File: src/rtl/eic_input_filter_pkg.sv
// Shared definitions for the EIC input filter: parameter defaults and counter sizing.
// Filtering logic is compiled in only when EIC_INPUT_FILTER_EN is defined.
package eic_input_filter_pkg;

  localparam int EIC_CHANNELS_DEF      = 32;
  localparam int EIC_SYNC_STAGES_DEF   = 2;
  localparam int EIC_FILTER_CYCLES_DEF = 4;

  function automatic int cnt_width(input int filter_cycles);
    return (filter_cycles < 1) ? 1 : $clog2(filter_cycles + 1);
  endfunction

endpackage

File: src/rtl/eic_filter_channel.sv
// One interrupt line: synchronizer, optional stability filter (EIC_INPUT_FILTER_EN)
// and registered rise/fall edge pulses.
module eic_filter_channel
  import eic_input_filter_pkg::*;
#(
  parameter int SYNC_STAGES   = EIC_SYNC_STAGES_DEF,
  parameter int FILTER_CYCLES = EIC_FILTER_CYCLES_DEF
) (
  input  logic CLK,
  input  logic RESETn,
  input  logic signal_in,
  input  logic filter_en,
  output logic signal_out,
  output logic rise,
  output logic fall
);

  logic [SYNC_STAGES-1:0] sync_r;
  logic                   s_next_s;
  logic                   out_next_s;

  // The value the last sync stage takes on this edge; the unfiltered path loads it
  // directly so that signal_out equals the synchronized sample after every edge.
  assign s_next_s = sync_r[SYNC_STAGES-2];

  // synchronizer chain, stage 0 samples the raw line
  always_ff @(posedge CLK or negedge RESETn) begin
    if (!RESETn) begin
      sync_r <= '0;
    end else begin
      sync_r <= {sync_r[SYNC_STAGES-2:0], signal_in};
    end
  end

`ifdef EIC_INPUT_FILTER_EN
  localparam int             CW       = cnt_width(FILTER_CYCLES);
  localparam logic [CW-1:0]  CNT_LAST = CW'(FILTER_CYCLES - 1);

  logic          s_s;
  logic [CW-1:0] cnt_r;
  logic [CW-1:0] cnt_next_s;

  assign s_s = sync_r[SYNC_STAGES-1];

  // next output / counter: a sample must differ for FILTER_CYCLES edges to be accepted
  always_comb begin
    out_next_s = signal_out;
    cnt_next_s = '0;
    if (!filter_en) begin
      out_next_s = s_next_s;
      cnt_next_s = '0;
    end else if (s_s == signal_out) begin
      cnt_next_s = '0;
    end else if (cnt_r == CNT_LAST) begin
      out_next_s = s_s;
      cnt_next_s = '0;
    end else begin
      cnt_next_s = cnt_r + CW'(1);
    end
  end

  // stability counter
  always_ff @(posedge CLK or negedge RESETn) begin
    if (!RESETn) begin
      cnt_r <= '0;
    end else begin
      cnt_r <= cnt_next_s;
    end
  end
`else
  localparam int unused_filter_cycles = FILTER_CYCLES;
  logic unused_s;

  assign unused_s = filter_en ^ sync_r[SYNC_STAGES-1];

  // without the filter the output simply follows the synchronized sample
  always_comb begin
    out_next_s = s_next_s;
  end
`endif

  // registered output and edge pulses derived from the output's next value
  always_ff @(posedge CLK or negedge RESETn) begin
    if (!RESETn) begin
      signal_out <= 1'b0;
      rise       <= 1'b0;
      fall       <= 1'b0;
    end else begin
      signal_out <= out_next_s;
      rise       <= out_next_s & ~signal_out;
      fall       <= ~out_next_s & signal_out;
    end
  end

endmodule

File: src/rtl/eic_input_filter.sv
// EIC input conditioning: CHANNELS independent synchronize/filter/edge-detect lanes.
// Define EIC_INPUT_FILTER_EN to compile in the per-channel stability filter.
module eic_input_filter
  import eic_input_filter_pkg::*;
#(
  parameter int CHANNELS      = EIC_CHANNELS_DEF,
  parameter int SYNC_STAGES   = EIC_SYNC_STAGES_DEF,
  parameter int FILTER_CYCLES = EIC_FILTER_CYCLES_DEF
) (
  input  logic                CLK,
  input  logic                RESETn,
  input  logic [CHANNELS-1:0] signal_in,
  input  logic [CHANNELS-1:0] filter_en,
  output logic [CHANNELS-1:0] signal_out,
  output logic [CHANNELS-1:0] rise,
  output logic [CHANNELS-1:0] fall
);

  for (genvar g = 0; g < CHANNELS; g++) begin : g_ch
    eic_filter_channel #(
      .SYNC_STAGES  (SYNC_STAGES),
      .FILTER_CYCLES(FILTER_CYCLES)
    ) u_ch (
      .CLK       (CLK),
      .RESETn    (RESETn),
      .signal_in (signal_in[g]),
      .filter_en (filter_en[g]),
      .signal_out(signal_out[g]),
      .rise      (rise[g]),
      .fall      (fall[g])
    );
  end

endmodule

File: config.mk
export PLATFORM = sky130hd
export DESIGN_NAME = eic_input_filter
export DESIGN_NICKNAME = d
export VERILOG_FILES = /design/src/rtl/eic_input_filter_pkg.sv /design/src/rtl/eic_filter_channel.sv /design/src/rtl/eic_input_filter.sv
export SDC_FILE = /design/constraint.sdc
export NUM_CORES = 1
export LEC_CHECK = 0
export BUFFER_PORTS_ARGS = -buffer_cell sky130_fd_sc_hd__buf_2
export CORE_UTILIZATION = 45
export CTS_BUF_LIST = sky130_fd_sc_hd__clkbuf_16
export DETAILED_ROUTE_END_ITERATION = 6
export GPL_ROUTABILITY_DRIVEN = 0
export GPL_TIMING_DRIVEN = 0
export PLACE_DENSITY = 0.74
export SLEW_MARGIN = 25
export SYNTH_ARGS = -nofsm -noshare
export SYNTH_HDL_FRONTEND = slang
export SYNTH_SLANG_ARGS = --single-unit
File: constraint.sdc
create_clock -name CLK -period 2 [get_ports CLK]
set_clock_uncertainty 0.15 [all_clocks]
set_input_delay 0.3 -clock CLK [delete_from_list [all_inputs] [get_ports CLK]]
set_output_delay 0.3 -clock CLK [all_outputs]
set_load 0.005 [all_outputs]
=== After elaboration in Yosys (flattened, before gate mapping) ===
Index checks and enable logic that the tools add are counted.

* Bits of input ports: 66
* Logic and storage cells: 256
* Register bits after elaboration: 128
* Output and inout port bits: 96

* Bitwise gates (word level): 128

{| class="wikitable"
|+ Operators with widths
! operator !! count
|-
| 1-bit bitwise AND || 64
|-
| 1-bit inverter || 64
|}

=== Depth between registers and ports, before layout ===
Gate-level depths: netlist of run 1.

* Depth after elaboration: 2
* Mapped depth: 1
* Depth with buffers taken out: 1

=== By module ===
From an unflattened synthesis of run 1, not the netlist that was laid out.

* Cells, all modules: 192
* Area, all modules: 3683.5 um^2

{| class="wikitable"
|+ By module, submodules not included
! module !! seq. area each (um^2) !! area each (um^2) !! cells an instance !! instances
|-
| eic_filter_channel || 100.1 || 115.1 || 6 || 32
|}

=== Worst setup path before layout of run 1 ===
Ideal clock, no wire load.

* Path type: register -> output
* Start: reg g_ch[0].u_ch.signal_out
* End: out signal_out[0]
* Slack: 1066 ps
* Path buffers: 1
* Arrival: 484 ps
* Required time: 1550 ps
* Stages on the path, launching flop included: 2
* Cells stage by stage: dfrtp_1 buf_4

{| class="wikitable"
|+ RTL lines
! element !! RTL line !! RTL
|-
| from (decl) || eic_filter_channel.sv:13 || <nowiki>output logic signal_out,</nowiki>
|-
| from (signal assigned) || eic_filter_channel.sv:89 || <nowiki>signal_out <= out_next_s;</nowiki>
|-
| to (decl) || eic_input_filter.sv:14 || <nowiki>output logic [CHANNELS-1:0] signal_out,</nowiki>
|}

No word-level cell between the ends.

=== Final worst setup path of run 1 ===
* Start: reg g_ch[26].u_ch.signal_out
* End: out signal_out[26]

{| class="wikitable"
|+ RTL lines
! element !! RTL line
|-
| from (decl) || eic_filter_channel.sv:13
|-
| from (signal assigned) || eic_filter_channel.sv:89
|}

No word-level cell between the ends.

==> metrics.txt, run 1 <==
outcome=finished, final reports clean; total wire length=6670 µm; core area=9730 µm²; Final nets=between 500 and 600; Setup CP Type=flip-flop to output pin; Yosys cell types=3; GRT Util Overall=between 10% and 20%; Final Power=6.53 mW; total negative slack=0 ps; WHS=approximately 230 ps; placed wire-length estimate=roughly 4300 µm; crit path DAT=around 1100 ps; Top Ports=162; P per Cell Area=just over 1000 nW/µm²; Final Hold Viols=0; clock-pin slew on the worst setup and hold paths=60 ps; met2 Use GR=between 20% and 30%; Via Count=~2.4k; nature of the critical path endpoint=output pin; xor and xnor fraction of the mapped netlist area=0%; synthesized instance count=~290; Seq/Total Area, Yosys=between 70% and 80%; largest fanout on the critical path=3; normalized max-slew margin=between 70% and 80%; Synth Area in Adders=0%; number of routed nets with antenna violations=0; hold crit path type=primary input to asynchronous set/reset pin; Post-Place Cell Area=between 5000 and 6000 µm²; gr busiest metal=met2; number of global-route vias before repair=roughly 2.4k; Finished Layout Cells=616; crit path launch=g_ch[26].u_ch.signal_out$_DFF_PN0_; share of layout cells above drive strength 1=66.3%; M1 GR Usage=between 15 and 20%; initial DRC count=32; Net Count, Synth=about 350; Inserted Clock Buffers=17; Yosys reg bits=about 130; setup slack after layout=between 400 and 500 ps; most frequent cell after synthesis=dfrtp_1; num rows=36; compound-gate portion of the synthesized area=0%; Seq pwr share=a little over two fifths; DR vias/cell=about 4; # fillers=741; Post-CTS Setup Repair Bufs=0; DRT Pass-1 Iters=5; Final Cycle Share=75.6%; initial antenna violation count=0; P_sw=~1.3 mW; Remaining Overflow, GRT=0; number of max-cap violations=0; clk buf depth=2; H-Tree Depth=4; Setup-failing EPs final=0; Gate power share=about 7%; Top FF cell, synth=dfrtp_1; Die X=102 µm; clk_lat worst skew=400 ps; number of synthesized flops with an enable pin=0; biggest area consumer among synthesized cells=dfrtp_1; met3 usage=7.18%; worst r2r src=g_ch[28].u_ch.sync_r[0]$_DFF_PN0_; combinational family with the most area after synthesis=buffers and inverters; worst-margin pin slew=approximately 440 ps; RSZ-0062 raised after global routing=false; placed instance count=551; utilization after layout=around 65%; input/output buffers=~130; Initial Util=a little under half; Net Sw Frac=between 10% and 20%; Syn Area/Cell=between 15 and 20 µm²; internal power=5.24 mW; DRC violations left=0; clock root cell=clkbuf_16; DIE AREA=around 10000 µm²; FFs w/ async S/R, synth=between 90% and 100%; post-layout minimum cycle time=around 1500 ps; Clk network pwr share=roughly 50%; design area=around 6300 µm²; Sink Count=between 100 and 150; CP Launch Type=flip-flop; Pleak=about 3.4 nW; most frequent cells after synthesis=128 x dfrtp_1, 96 x buf_4, 64 x and2b_2; Post-Synth Simple-Gate Area=between 10 and 15%; ant diodes=0; yosys warns=0; Final Max Tran Viols=0; first-pass GRT wire length=10600 µm; CTS tree=done; WL per Instance=roughly 11 µm; Synth top area share=a little under three quarters; largest cells by area after synthesis=dfrtp_1 71%, buf_4 16%, and2b_2 13%; die height=between 100 and 150 µm; CP max-delay cell=dfrtp_1; area grow syn2layout=40.7%; CP Data Required Time=roughly 1600 ps; pin count of the biggest net entering global routing=88; Post-Place Setup Slack=around 920 ps; mux cell area share after synthesis=0%; maximum vdd drop=0.637 mV; CP peak stage delay=approximately 400 ps; Synth Cell Area=roughly 4500 µm²; CP cell instances=buf_4 -> buf_2; Peak Freq=~660 MHz
cell type report:
cell class / instances / area, µm² / area share, %
Sequential cell: 128 / 3200 / 50.8
Buffer: 96 / 721 / 11.4
Clock buffer: 17 / 425 / 6.74
Tap cell: 133 / 166 / 2.64
Multi-Input combinational cell: 64 / 561 / 8.89
Timing Repair Buffer: 163 / 1010 / 16.1
Clock inverter: 15 / 219 / 3.47
flip-flops by register name, summed over array words and instances, names as in the netlist:
| signal | cells |
|---|---|
| g_ch.u_ch.fall | 32 |
| g_ch.u_ch.rise | 32 |
| g_ch.u_ch.signal_out | 32 |
| g_ch.u_ch.sync_r | 32 |
power groups by stage:
stage          logic [mW]  clock network (mW)  registers, mW
4_1_cts             0.467                3.36           2.79
6_report            0.457                3.28           2.78
3_3_place_gp        0.397                   0           2.82
3_5_place_dp        0.415                   0           2.83
2_1_floorplan       0.220                   0           2.81
5_1_grt             0.508                3.47           2.80
critical path: cells and delay by family, from the launching register on:
family	cells	cell delay, ps
DFF	1	400
buffers and inverters	2	260
routing by layer:
layer / part of all wire (%) / vias up
met5: 0 / -
met4: 0.96 / 0
met3: 7.9 / 6
met2: 51 / 84
met1: 40 / 1163
li1: - / 1157
path summary, 6_finish.rpt:
| path | end | slack [ps] | cells after the start |
|---|---|---|---|
| setup / recovery | signal_out[26] | 490 | 2 |
| hold / removal | g_ch[4].u_ch.fall$_DFF_PN0_ | 230 | 2 |
| setup reg to reg | g_ch[28].u_ch.rise$_DFF_PN0_ | 1140 | 1 |
| hold reg to reg | g_ch[27].u_ch.signal_out$_DFF_PN0_ | 230 | 0 |
| max in group asynchronous | g_ch[18].u_ch.fall$_DFF_PN0_ | 750 | 3 |
| min in group CLK | g_ch[27].u_ch.signal_out$_DFF_PN0_ | 230 | 0 |
cell usage in the layout (no fill, tap or decap):
cell type,instances
clkinvlp_4,1
buf_8,1
buf_16,1
inv_1,2
clkbuf_16,17
inv_6,1
dlygate4sd3_1,33
buf_4,96
bufinv_16,5
buf_2,128
and2b_2,64
dfrtp_1,128
clkinv_2,2
clkinv_4,4
repair_timing:
action | in CTS | in global routing
hold buffers | 33 | 0
hold endpoints to repair | 73 | 0
gates resized for setup | 0 | 0
cell families (layout without fill, tap and decap cells):
group,after synthesis,after routing
and+or+nand+nor,64,64
DFF,128,128
buffers and inverters,96,291
Note: power is estimated with default switching activity, not from simulation.
==> run 2: changes to the inputs <==
--- a/config.mk
+++ b/config.mk
@@ -5,13 +5,14 @@
 export SDC_FILE = /design/constraint.sdc
 export NUM_CORES = 1
 export LEC_CHECK = 0
+export ABC_AREA = 1
 export BUFFER_PORTS_ARGS = -buffer_cell sky130_fd_sc_hd__buf_2
-export CORE_UTILIZATION = 45
+export CORE_UTILIZATION = 44
 export CTS_BUF_LIST = sky130_fd_sc_hd__clkbuf_16
 export DETAILED_ROUTE_END_ITERATION = 6
 export GPL_ROUTABILITY_DRIVEN = 0
 export GPL_TIMING_DRIVEN = 0
-export PLACE_DENSITY = 0.74
+export PLACE_DENSITY = 0.75
 export SLEW_MARGIN = 25
 export SYNTH_ARGS = -nofsm -noshare
 export SYNTH_HDL_FRONTEND = slang
==> constraint.sdc (replaced) <==
create_clock -name CLK -period 1.2 [get_ports CLK]
set_clock_uncertainty 0.15 [all_clocks]
set_input_delay 0.18 -clock CLK [delete_from_list [all_inputs] [get_ports CLK]]
set_output_delay 0.18 -clock CLK [all_outputs]
set_load 0.005 [all_outputs]
==> run 2 against run 1 <==
  * The flow now finishes with violations (negative setup slack)
  * Register-to-register slack got worse by 930 ps
  * Worst setup slack got worse by 550 ps
  * Synthesized area fell by 1.8%
  * Wire length rose by 14%
  * Critical endpoint is now signal_out[1]
  * Worst hold slack got worse by 74 ps
  * Cell count rose by 0.16%
==> metrics.txt, run 2 <==
Die X=between 100 and 150 µm; WL per Instance=between 10 and 15 µm; DR vias/cell=4.01; Final Max Tran Viols=0; utilization after layout=around 63%; Synth top area share=approximately 73%; placed wire-length estimate=~4600 µm; Seq/Total Area, Yosys=72.7%; FFs w/ async S/R, synth=100%; CP cell instances=buf_2; Worst Setup EP=signal_out[1]; Syn Area/Cell=~13 µm²; Initial Util=about 45%; Via Count=between 2k and 2.5k; largest fanout on the critical path=3; input/output buffers=between 100 and 150; Final nets=around 540; setup slack after layout=-62.7 ps; Top Ports=around 160; Gate power share=under 10%; Setup-failing EPs final=90; Top FF cell, synth=dfrtp_1; die height=102 µm; Yosys reg bits=between 100 and 150; post-layout minimum cycle time=about 1300 ps; most frequent cells after synthesis=128 x dfrtp_1, 96 x buf_4, 64 x inv_1, 64 x nor2_1; CP peak stage delay=roughly 400 ps; RSZ-0062 raised after global routing=true; initial antenna violation count=0; number of synthesized flops with an enable pin=0; largest cells by area after synthesis=dfrtp_1 73%, buf_4 16%, inv_1 5.5%, nor2_1 5.5%; Buf+Inv Stages, Crit Path=1; total negative slack=-1730 ps; ant diodes=0; CP Data Required Time=around 870 ps; core area=slightly below 10000 µm²; normalized max-slew margin=77.7%; hold crit path type=primary input to asynchronous set/reset pin; total wire length=between 7000 and 8000 µm; Remaining Overflow, GRT=0; DIE AREA=approximately 10000 µm²; Finished Layout Cells=slightly above 600; Clk network pwr share=between 40% and 50%; failing checks=negative setup slack; GRT Util Overall=between 10% and 20%; P_sw=about 2.1 mW; Levels on crit path=1; Seq pwr share=roughly 48%; CP max-delay cell=dfrtp_1; FF-to-FF setup slack=~210 ps; r2r worst-path depth=4; crit path DAT=around 930 ps; Sink Count=~130; commonest non-fill, non-tap cells in the layout=128 x dfrtp_1, 78 x buf_6, 67 x inv_1, 64 x nor2_1, 50 x buf_2; initial DRC count=61; most common cell after layout, fill and taps aside=dfrtp_1; most frequent cell after synthesis=dfrtp_1; Inserted Clock Buffers=17; first-pass GRT wire length=around 12000 µm; CTS tree=done; DRT Pass-1 Iters=4; area grow syn2layout=39.1%; num rows=36; clk_lat worst skew=slightly below 400 ps; nature of the critical path endpoint=output pin; worst-margin pin slew=approximately 330 ps; Pleak=3.31 nW; share of layout cells above drive strength 1=approximately two fifths; worst r2r src=g_ch[30].u_ch.signal_out$_DFF_PN0_; Net Sw Frac=a little over a fifth; clock-pin slew on the worst setup and hold paths=roughly 50 ps; CP Launch Type=flip-flop; internal power=7.78 mW; biggest area consumer among synthesized cells=dfrtp_1; P per Cell Area=between 1500 and 2000 nW/µm²; H-Tree Depth=4; Synth Cell Area=4400 µm²; number of global-route vias before repair=~2.6k; synthesized instance count=approximately 350; outcome=finished, violations left; Final Cycle Share=105%; CP top delay family=flip-flops; Critical R2R Capture=g_ch[30].u_ch.fall$_DFF_PN0_; Yosys cell types=4; yosys warns=0; Peak Freq=approximately 790 MHz; number of routed nets with antenna violations=0; number of max-cap violations=0; Setup CP Type=flip-flop to output pin; placed instance count=a little over 600; clock root cell=clkbuf_16; Net Count, Synth=418; maximum vdd drop=1.00 mV; crit path launch=g_ch[1].u_ch.signal_out$_DFF_PN0_; pin count of the biggest net entering global routing=70; Final Hold Viols=0; DRC violations left=0; clk buf depth=2
[run 2: changes by cell type in the layout (fill, tap and decap cells not counted), moves of 2 or more]
| cell | delta |
|---|---|
| clkinv_1 | +2 |
| buf_6 | +78 |
| and2b_2 | -64 |
| bufinv_16 | -4 |
| buf_4 | -61 |
| clkinv_4 | -4 |
| buf_2 | -78 |
| clkinv_2 | +5 |
| inv_1 | +65 |
| nor2_1 | +64 |
[run 2: power groups by stage]
stage / clock network (mW) / logic (mW) / registers (mW)
after floorplan: 0 / 0.333 / 4.70
after global placement: 0 / 0.631 / 4.72
after detailed placement: 0 / 0.661 / 4.73
after CTS: 4.52 / 0.750 / 4.68
after global routing: 4.73 / 0.854 / 4.70
final: 4.39 / 0.769 / 4.68
[run 2: stage by stage]
stage / total power, mW / area (µm²) / hold slack, ps / worst slack, ps
detailed placement: 5.39 / 5250 / -9.88 / 214
CTS: 9.96 / 6070 / 151 / -78.7
global route: 10.3 / 6130 / 169 / -97.8
finish: 9.84 / 6130 / 154 / -62.7
global placement: 5.35 / 5220 / 139 / -1700
floorplan: 5.03 / 4400 / -266 / 376
[run 2: cells by family (layout without fill, tap and decap cells)]
group / after synthesis / after routing / synth area share (%)
buffers and inverters: 160 / 292 / 21.8
DFF: 128 / 128 / 72.7
and+or+nand+nor: 64 / 64 / 5.45
[run 2: per-layer routing]
metal	vias to the layer above	global-route usage [%]	share of wire, %
met5	-	0	0
met4	0	8.24	1.5
met3	11	5.68	6.0
met2	89	26.4	55
met1	1215	17.0	38
li1	1162	-	-
[run 2: cell type report]
class / count / area (µm²)
inverter: 64 / 240
sequential: 128 / 3200
clock inverter: 13 / 83.8
timing repair buffer: 198 / 1770
clock buffer: 17 / 425
tap: 133 / 166
multi-input combinational: 64 / 240
fill: 769 / 3600
[run 2: worst min path at each step]
stage	to	cells past startpoint	slack, ps	startpoint
finish	g_ch[28].u_ch.fall$_DFF_PN0_	2	150	RESETn
global route	g_ch[28].u_ch.fall$_DFF_PN0_	2	170	RESETn
CTS	g_ch[28].u_ch.fall$_DFF_PN0_	2	150	RESETn
detailed placement	g_ch[28].u_ch.fall$_DFF_PN0_	1	-10	RESETn
global placement	g_ch[14].u_ch.sync_r[0]$_DFF_PN0_	1	140	signal_in[14]
floorplan	g_ch[0].u_ch.fall$_DFF_PN0_	0	-270	RESETn
[run 2: repair_timing]
| action | CTS | global route |
|---|---|---|
| gates resized for setup | 78 | 1 |
| hold buffers | 33 | 0 |
| setup buffers | 28 | 7 |
| endpoints found under the hold margin | 160 | 0 |
| endpoints found under the setup margin | 96 | 165 |
==> run 3: changes to the inputs <==
--- a/config.mk
+++ b/config.mk
@@ -7,6 +7,7 @@
 export LEC_CHECK = 0
 export ABC_AREA = 1
 export BUFFER_PORTS_ARGS = -buffer_cell sky130_fd_sc_hd__buf_2
+export CORE_MARGIN = 4
 export CORE_UTILIZATION = 44
 export CTS_BUF_LIST = sky130_fd_sc_hd__clkbuf_16
 export DETAILED_ROUTE_END_ITERATION = 6
==> run 3 against run 2 <==
  * The run still ends with negative setup slack left
  * Clock-buffer cell count unchanged
  * Power up 9.0%
  * First-iteration DRC count unchanged
  * Critical endpoint is now signal_out[14]
==> metrics.txt, run 3 (synthesis results as in run 2) <==
post-layout minimum cycle time=about 1300 ps; core area=between 9000 and 10000 µm²; commonest non-fill, non-tap cells in the layout=128 x dfrtp_1, 82 x buf_6, 64 x inv_1, 64 x nor2_1, 46 x buf_2; Top Ports=approximately 160; nature of the critical path endpoint=output pin; input/output buffers=roughly 130; CP max-delay cell=dfrtp_1; Remaining Overflow, GRT=0; Pleak=3.32 nW; area grow syn2layout=41.5%; total wire length=7950 µm; number of global-route vias before repair=between 2k and 3k; number of routed nets with antenna violations=0; Via Count=about 2.5k; RSZ-0062 raised after global routing=true; crit path DAT=between 900 and 1000 ps; Final Max Tran Viols=0; Initial Util=approximately 45%; Peak Freq=around 800 MHz; clock-pin slew on the worst setup and hold paths=around 60 ps; GRT Util Overall=around 15%; largest fanout on the critical path=3; DIE AREA=around 12000 µm²; maximum vdd drop=~1.1 mV; worst-margin pin slew=384 ps; Final Hold Viols=0; failing checks=negative setup slack; placed wire-length estimate=4960 µm; Sink Count=128; outcome=finished, violations left; initial antenna violation count=0; Setup CP Type=flip-flop to output pin; H-Tree Depth=4; DR vias/cell=~4; clock root cell=clkbuf_16; initial DRC count=~60; Die X=~110 µm; Post-Place Setup Slack=between 200 and 250 ps; ant diodes=0; clk buf depth=2; clk_lat worst skew=roughly 400 ps; P per Cell Area=1720 nW/µm²; CP Data Required Time=around 870 ps; Final nets=535; CP peak stage delay=around 400 ps; setup slack after layout=-64.0 ps; Inserted Clock Buffers=17; normalized max-slew margin=between 70% and 80%; CP top delay family=flip-flops; DRT Pass-1 Iters=4; CP cell instances=buf_2; WL per Instance=approximately 13 µm; first-pass GRT wire length=roughly 13000 µm; Setup-failing EPs final=96; num rows=36; die height=about 110 µm; Post-Place Cell Area=5250 µm²; share of layout cells above drive strength 1=slightly below 40%; design area=roughly 6200 µm²; number of max-cap violations=0; Final Cycle Share=105%; most common cell after layout, fill and taps aside=dfrtp_1; Buf+Inv Stages, Crit Path=1; hold crit path type=primary input to asynchronous set/reset pin; DRC violations left=0; pin count of the biggest net entering global routing=72; CTS tree=done; CP Launch Type=flip-flop
-- run 3: what timing repair did --
action,CTS,global route
setup endpoints to repair,96,154
endpoints found under the hold margin,102,0
setup buffers,26,5
hold buffers,33,0
resized for setup,82,1
-- run 3: cell type report --
type	instances	area, µm²
sequential	128	3200
timing repair buffer	194	1760
clock inverter	15	194
tap	133	166
fill	741	3540
clock buffer	17	425
inverter	64	240
multi-input combinational	64	240
-- run 3: final timing paths --
| kind | cells after the start | slack [ps] | endpoint | from |
|---|---|---|---|---|
| worst min register to register | 0 | 250 | g_ch[15].u_ch.signal_out$_DFF_PN0_ | g_ch[15].u_ch.sync_r[0]$_DFF_PN0_ |
| max in group asynchronous | 3 | 140 | g_ch[22].u_ch.sync_r[0]$_DFF_PN0_ | RESETn |
| worst max-delay path | 1 | -60 | signal_out[14] | g_ch[14].u_ch.signal_out$_DFF_PN0_ |
| worst max register to register | 4 | 200 | g_ch[21].u_ch.fall$_DFF_PN0_ | g_ch[21].u_ch.signal_out$_DFF_PN0_ |
| min in group CLK | 0 | 250 | g_ch[15].u_ch.signal_out$_DFF_PN0_ | g_ch[15].u_ch.sync_r[0]$_DFF_PN0_ |
| worst min-delay path | 2 | 140 | g_ch[29].u_ch.signal_out$_DFF_PN0_ | RESETn |
-- run 3: layer usage --
| layer | GRT usage [%] | vias up | routed length, µm |
|---|---|---|---|
| li1 | - | 1153 | - |
| met1 | 16.0 | 1211 | 2920 |
| met2 | 26.2 | 87 | 4390 |
| met3 | 5.43 | 13 | 495 |
| met4 | 7.03 | 0 | 146 |
| met5 | 0 | - | 0 |
-- run 3: per-stage QoR --
stage	TNS [ps]	utilization, %	hold WS, ps	total power [mW]	instances
6_report	-2230	63.8	141	10.7	615
5_1_grt	-6530	63.8	180	11.2	615
4_1_cts	-4480	63.3	170	10.8	610
3_5_place_dp	0	53.8	14.4	5.40	615
3_3_place_gp	-212320	53.4	138	5.35	614
2_1_floorplan	0	-	-266	5.03	352
-- run 3: power by group --
part           switching (mW)  leakage (nW)  internal [mW]  total (mW)
Sequential              0.140          1.57           4.54        4.68
Clock                    1.82         0.290           3.46        5.28
Combinational           0.279          1.46          0.486       0.765
Total                    2.24          3.32           8.49        10.7
